<file path="config.mk">
export PLATFORM = sky130hd
export DESIGN_NAME = angle_bcd_converter
export DESIGN_NICKNAME = d
export VERILOG_FILES = /design/src/rtl/angle_bcd_converter.sv
export SDC_FILE = /design/constraint.sdc
export NUM_CORES = 1
export LEC_CHECK = 0
export ABC_CLOCK_PERIOD_IN_PS = 3820
export BUFFER_PORTS_ARGS = -buffer_cell sky130_fd_sc_hd__buf_4
export CORE_MARGIN = 2
export CORE_UTILIZATION = 63
export DETAILED_ROUTE_END_ITERATION = 8
export PLACE_DENSITY = 0.92
export SLEW_MARGIN = 20
export SYNTH_ARGS = -nofsm -noshare
export SYNTH_HDL_FRONTEND = slang
export SYNTH_SLANG_ARGS = --single-unit
export TNS_END_PERCENT = 30
</file>
<file path="constraint.sdc">
create_clock -name clk -period 3.82 [get_ports clk]
set_input_delay 0.764 -clock clk [delete_from_list [all_inputs] [get_ports clk]]
set_output_delay 0.764 -clock clk [all_outputs]
set_load 0.01 [all_outputs]
</file>
<file path="src/rtl/angle_bcd_converter.sv">
// Sector code to angle converter: latches (code*STEP_DEG) mod WRAP_DEG, then converts
// the binary angle to BCD with a one-bit-per-clock shift-add-3 engine.
module angle_bcd_converter #(
    parameter int CODE_W   = 3,
    parameter int STEP_DEG = 45,
    parameter int WRAP_DEG = 360,
    parameter int DEG_W    = 9,
    parameter int DIGITS   = 3
) (
    input  logic                  clk,
    input  logic                  rst_n,
    input  logic                  in_valid,
    output logic                  in_ready,
    input  logic [CODE_W-1:0]     code,
    output logic                  out_valid,
    input  logic                  out_ready,
    output logic [DEG_W-1:0]      degrees,
    output logic [4*DIGITS-1:0]   bcd,
    output logic                  overflow
);

    localparam int PROD_W = CODE_W + $clog2(STEP_DEG + 1);
    // Wide enough for both the full product and the modulus itself.
    localparam int MOD_W  = (PROD_W > DEG_W + 1) ? PROD_W : DEG_W + 1;
    localparam int CNT_W  = $clog2(DEG_W + 1);
    localparam int BCD_W  = 4 * DIGITS;
    localparam int unsigned LIMIT = 10 ** DIGITS;

    typedef enum logic [1:0] {
        IDLE,
        CONV,
        DONE
    } state_t;

    state_t             state_reg;
    state_t             state_next;
    logic [DEG_W-1:0]   angle_reg;
    logic [DEG_W-1:0]   shift_reg;
    logic [BCD_W-1:0]   work_reg;
    logic [CNT_W-1:0]   count_reg;

    logic [MOD_W-1:0]   wide_product;
    logic [DEG_W-1:0]   angle_next;
    logic [BCD_W-1:0]   adj_bcd;
    logic [BCD_W-1:0]   shifted_bcd;
    logic [DEG_W-1:0]   shifted_bin;
    logic               accept;
    logic               drain;
    logic               last_step;
    logic               ovf_now;

    assign wide_product = MOD_W'(code) * MOD_W'(STEP_DEG);
    assign angle_next   = DEG_W'(wide_product % MOD_W'(WRAP_DEG));

    // Add-3 correction on every digit that would exceed 9 after doubling.
    genvar gi;
    generate
        for (gi = 0; gi < DIGITS; gi++) begin : g_adj
            assign adj_bcd[gi*4 +: 4] = (work_reg[gi*4 +: 4] >= 4'd5)
                                        ? work_reg[gi*4 +: 4] + 4'd3
                                        : work_reg[gi*4 +: 4];
        end
    endgenerate

    assign shifted_bcd = BCD_W'({adj_bcd, shift_reg[DEG_W-1]});
    assign shifted_bin = {shift_reg[DEG_W-2:0], 1'b0};
    assign last_step   = (count_reg == CNT_W'(DEG_W - 1));
    assign ovf_now     = (32'(angle_reg) >= LIMIT);

    always_comb begin
        state_next = state_reg;
        in_ready   = 1'b0;
        out_valid  = 1'b0;
        accept     = 1'b0;
        drain      = 1'b0;
        case (state_reg)
            IDLE: begin
                in_ready = 1'b1;
                accept   = in_valid;
                if (in_valid) begin
                    state_next = CONV;
                end
            end
            CONV: begin
                if (last_step) begin
                    state_next = DONE;
                end
            end
            DONE: begin
                out_valid = 1'b1;
                drain     = out_ready;
                if (out_ready) begin
                    state_next = IDLE;
                end
            end
            default: state_next = IDLE;
        endcase
    end

    always_ff @(posedge clk or negedge rst_n) begin
        if (!rst_n) begin
            state_reg <= IDLE;
        end else begin
            state_reg <= state_next;
        end
    end

    always_ff @(posedge clk or negedge rst_n) begin
        if (!rst_n) begin
            angle_reg <= '0;
            shift_reg <= '0;
            work_reg  <= '0;
            count_reg <= '0;
            degrees   <= '0;
            bcd       <= '0;
            overflow  <= 1'b0;
        end else if (accept) begin
            angle_reg <= angle_next;
            shift_reg <= angle_next;
            work_reg  <= '0;
            count_reg <= '0;
        end else if (state_reg == CONV) begin
            shift_reg <= shifted_bin;
            work_reg  <= shifted_bcd;
            count_reg <= count_reg + 1'b1;
            if (last_step) begin
                degrees  <= angle_reg;
                overflow <= ovf_now;
                bcd      <= ovf_now ? {DIGITS{4'b1001}} : shifted_bcd;
            end
        end
    end

endmodule
</file>
==> results by group <==
Yosys
  – #FFs+latches synth: between 50 and 60
  – Distinct cell type count after synthesis: 47
  – Post-synth EDFFs: 0
  – Ys async rst share: 1.00
  – Synth area leader: dfrtp_1
  – Top cells by count, synth: 79 x nand2_1, 57 x dfrtp_1, 34 x o21ai_0, 16 x a21oi_1, 16 x ha_1
  – Syn_nets: 334
  – Synth warn: 0
  – Count leader, synth: nand2_1
  – Area share of the largest cell type after synthesis: 0.493
  – Synth Instances: 310
  – Mean post-synth cell area: between 9 and 10 um^2
  – Synth Flop Type: dfrtp_1
  – Cell Area, Synth: 2900 um^2
  – Sequential share of the synthesized area: 0.493
  – Synth area leaders: dfrtp_1 49%, nand2_1 10%, ha_1 6.9%, o21ai_0 5.9%, a21oi_1 2.8%

Pwr
  – Internal power: approximately 1.7 mW
  – Switching share of total power: 0.389
  – Sequential Power Share: 0.395
  – Pleak: ~1.6 nW
  – Clock Power Share: 0.208
  – Tot Pwr: 2.71 mW
  – Logic pwr share: 0.396
  – VDD IR-drop max: 424 uV
  – PwrDens: 809 nW/um^2
  – Reported net switching power: 1.05 mW

Routing
  – Drt first-iter violations: 276
  – Via-to-Cell Ratio: 6.01
  – Pre-Repair DR Iteration Count: 4
  – DRT Wirelength: between 6 and 7 mm
  – Via count: between 2k and 2.5k
  – DRC Markers: 0
  – Drt wl/cell: between 15 and 20 um
  – Routed Antenna Nets: 0

Floorplan
  – Core area: 4380 um^2
  – Die Wd: between 70 and 80 um
  – Area of the die: 5150 um^2
  – Num ports: 31
  – Die Ht: 71.8 um
  – Cell row count: 24
  – Starting density of the core: 0.660

STA
  – Hold Fails Final Rpt: 0
  – Pins over their slew limit: 0
  – Worst slew margin: 0.529
  – Final min period: 2.81 ns
  – Post-Route Skew: around 0.0087 ns
  – Worst Max-Slew Pin Slew: between 0.7 and 0.8 ns
  – FMAX: around 360 MHz
  – Setup violators final: 0
  – Setup TNS: 0 ns
  – Final worst path period share: 0.735
  – RSZ-0062 raised after global routing: no

Critical path
  – Crit-path cells: buf_4 > inv_1 > ha_1 > ha_1 > inv_1 > fa_1 > xnor2_1 > nand3_1 > a211oi_1 > o21ai_0
  – Data arrival, critical path: between 3 and 4 ns
  – Largest stage delay on the critical path: 0.51 ns
  – Crit Path Max Fanout: 8
  – Startpoint types: input pin
  – Slowest-stage cell, CP: xnor2_1
  – Endpoint class of the critical path: flop
  – Crit Path Class: input pin to flop
  – Worst Path Required: 4.03 ns

Clock network
  – Number of buffers inserted by hold repair at cts: 0
  – CTS Sinks: 57
  – Resized cells post-CTS: 0
  – Clock root buffer: clkbuf_8
  – Register clock-pin slew on the reported worst setup and hold paths: 0.06 ns
  – Max clock buf depth: 2
  – Post CTS Setup Buffer Count: 0
  – Clock H-tree levels: 3
  – Cts bufs inserted: 9
  – CTS tree: done
  – Clock Latency Late Sink: approximately 0.34 ns

Placement
  – Routability cong.: 0.880
  – Detailed Place HPWL: 4.19 mm
  – Port bufs: 29

Hold path
  – Hold Path Class: input pin to async pin

Cells and area
  – # diodes: 0
  – Layout area overhead: 15.6%
  – Layout Nets: 367
  – Layout cells sized above 1: 0.172

Global routing
  – Initial antenna violation count: 0
  – Pin count of the biggest net entering global routing: 58
  – Vias in the first global route: ~2.5k
  – First-pass GRT wire length: 11.4 mm
  – GR Overflow Total: 0
  – Global-route usage over all layers: 0.287

Outcome
  – Status: complete, no violations

Job
  – Max cap viols: 0
[kinds of logic after synthesis]
logic type | synth area share
muxes | 0.0190
xor gates and xnor gates | 0.0182
other | 0.00130
AOI/OAI and AO/OA | 0.153
DFF | 0.493
buffers and inverters | 0.0441
and+or+nand+nor | 0.195
adders and majority gates | 0.0761
[layout by cell type, fill, tap and decap left out, types with 2 or more instances in the layout]
| master | count |
|---|---|
| clkinvlp_4 | 2 |
| nand4_1 | 2 |
| or3_1 | 2 |
| o31ai_1 | 3 |
| o21ba_2 | 2 |
| a32o_1 | 3 |
| xnor2_1 | 5 |
| nor3b_1 | 6 |
| nor3_1 | 2 |
| nor2_1 | 10 |
| o21ai_0 | 34 |
| mux2_2 | 4 |
| dfrtp_1 | 57 |
| clkbuf_8 | 10 |
| nand3_1 | 6 |
| ha_1 | 16 |
| nand2_1 | 79 |
| nand2b_1 | 7 |
| buf_4 | 35 |
| clkinv_2 | 2 |
| a21oi_1 | 16 |
| a31oi_1 | 3 |
| inv_1 | 15 |
| o21a_1 | 2 |
[critical path: cells and delay by family]
kind	cells	cell delay (ns)
and+or+nand+nor	1	0.18
buffers and inverters	3	0.24
adders and majority gates	3	0.84
xor gates and xnor gates	1	0.51
AOI/OAI and AO/OA	2	0.47
[through the flow]
step / cell area, um^2 / worst slack (ns) / hold slack, ns / std cells / utilization
finish: 3350 / 1.01 / 0.473 / 400 / 0.764
global route: 3350 / 0.749 / 0.509 / 400 / 0.764
CTS: 3350 / 1.04 / 0.479 / 400 / 0.764
detailed placement: 3150 / 0.709 / 0.458 / 384 / 0.719
global placement: 3150 / 0.880 / 0.447 / 384 / 0.719
floorplan: 2900 / 1.12 / 0.439 / 310 / -
[power by group through the flow]
stage | Clock (mW) | Combinational [mW] | Sequential (mW)
detailed placement | 0 | 1.04 | 1.07
global route | 0.595 | 1.20 | 1.11
finish | 0.565 | 1.07 | 1.07
CTS | 0.561 | 1.07 | 1.07
floorplan | 0 | 0.678 | 1.06
global placement | 0 | 0.984 | 1.05
[final timing paths]
| check | start | endpoint | slack, ns | cells after the start |
|---|---|---|---|---|
| max | code[1] | shift_reg[6] | 1.01 | 10 |
| min | rst_n | shift_reg[4] | 0.47 | 1 |
| max reg2reg | state_reg[0] | degrees[3] | 1.67 | 6 |
| min reg2reg | bcd[1] | bcd[1] | 0.48 | 2 |
| max in group asynchronous | rst_n | bcd[1] | 2.88 | 1 |
| min in group clk | bcd[1] | bcd[1] | 0.48 | 2 |
[cell type report]
| type | count | area [um^2] |
|---|---|---|
| clock inverter | 5 | 55.1 |
| fill | 267 | 1040 |
| tap | 52 | 65.1 |
| clock buffer | 11 | 141 |
| timing repair buffer | 35 | 263 |
| inverter | 15 | 56.3 |
| multi-input combinational | 225 | 1340 |
| sequential | 57 | 1430 |
[routing by layer]
| metal | track usage | part of all wire | vias up |
|---|---|---|---|
| met2 | 0.459 | 0.49 | 105 |
| met5 | 0 | 0 | - |
| met4 | 0.166 | 0.029 | 0 |
| li1 | - | - | 1118 |
| met3 | 0.0591 | 0.067 | 25 |
| met1 | 0.362 | 0.42 | 1155 |
Power figures use the tool's default switching activity.
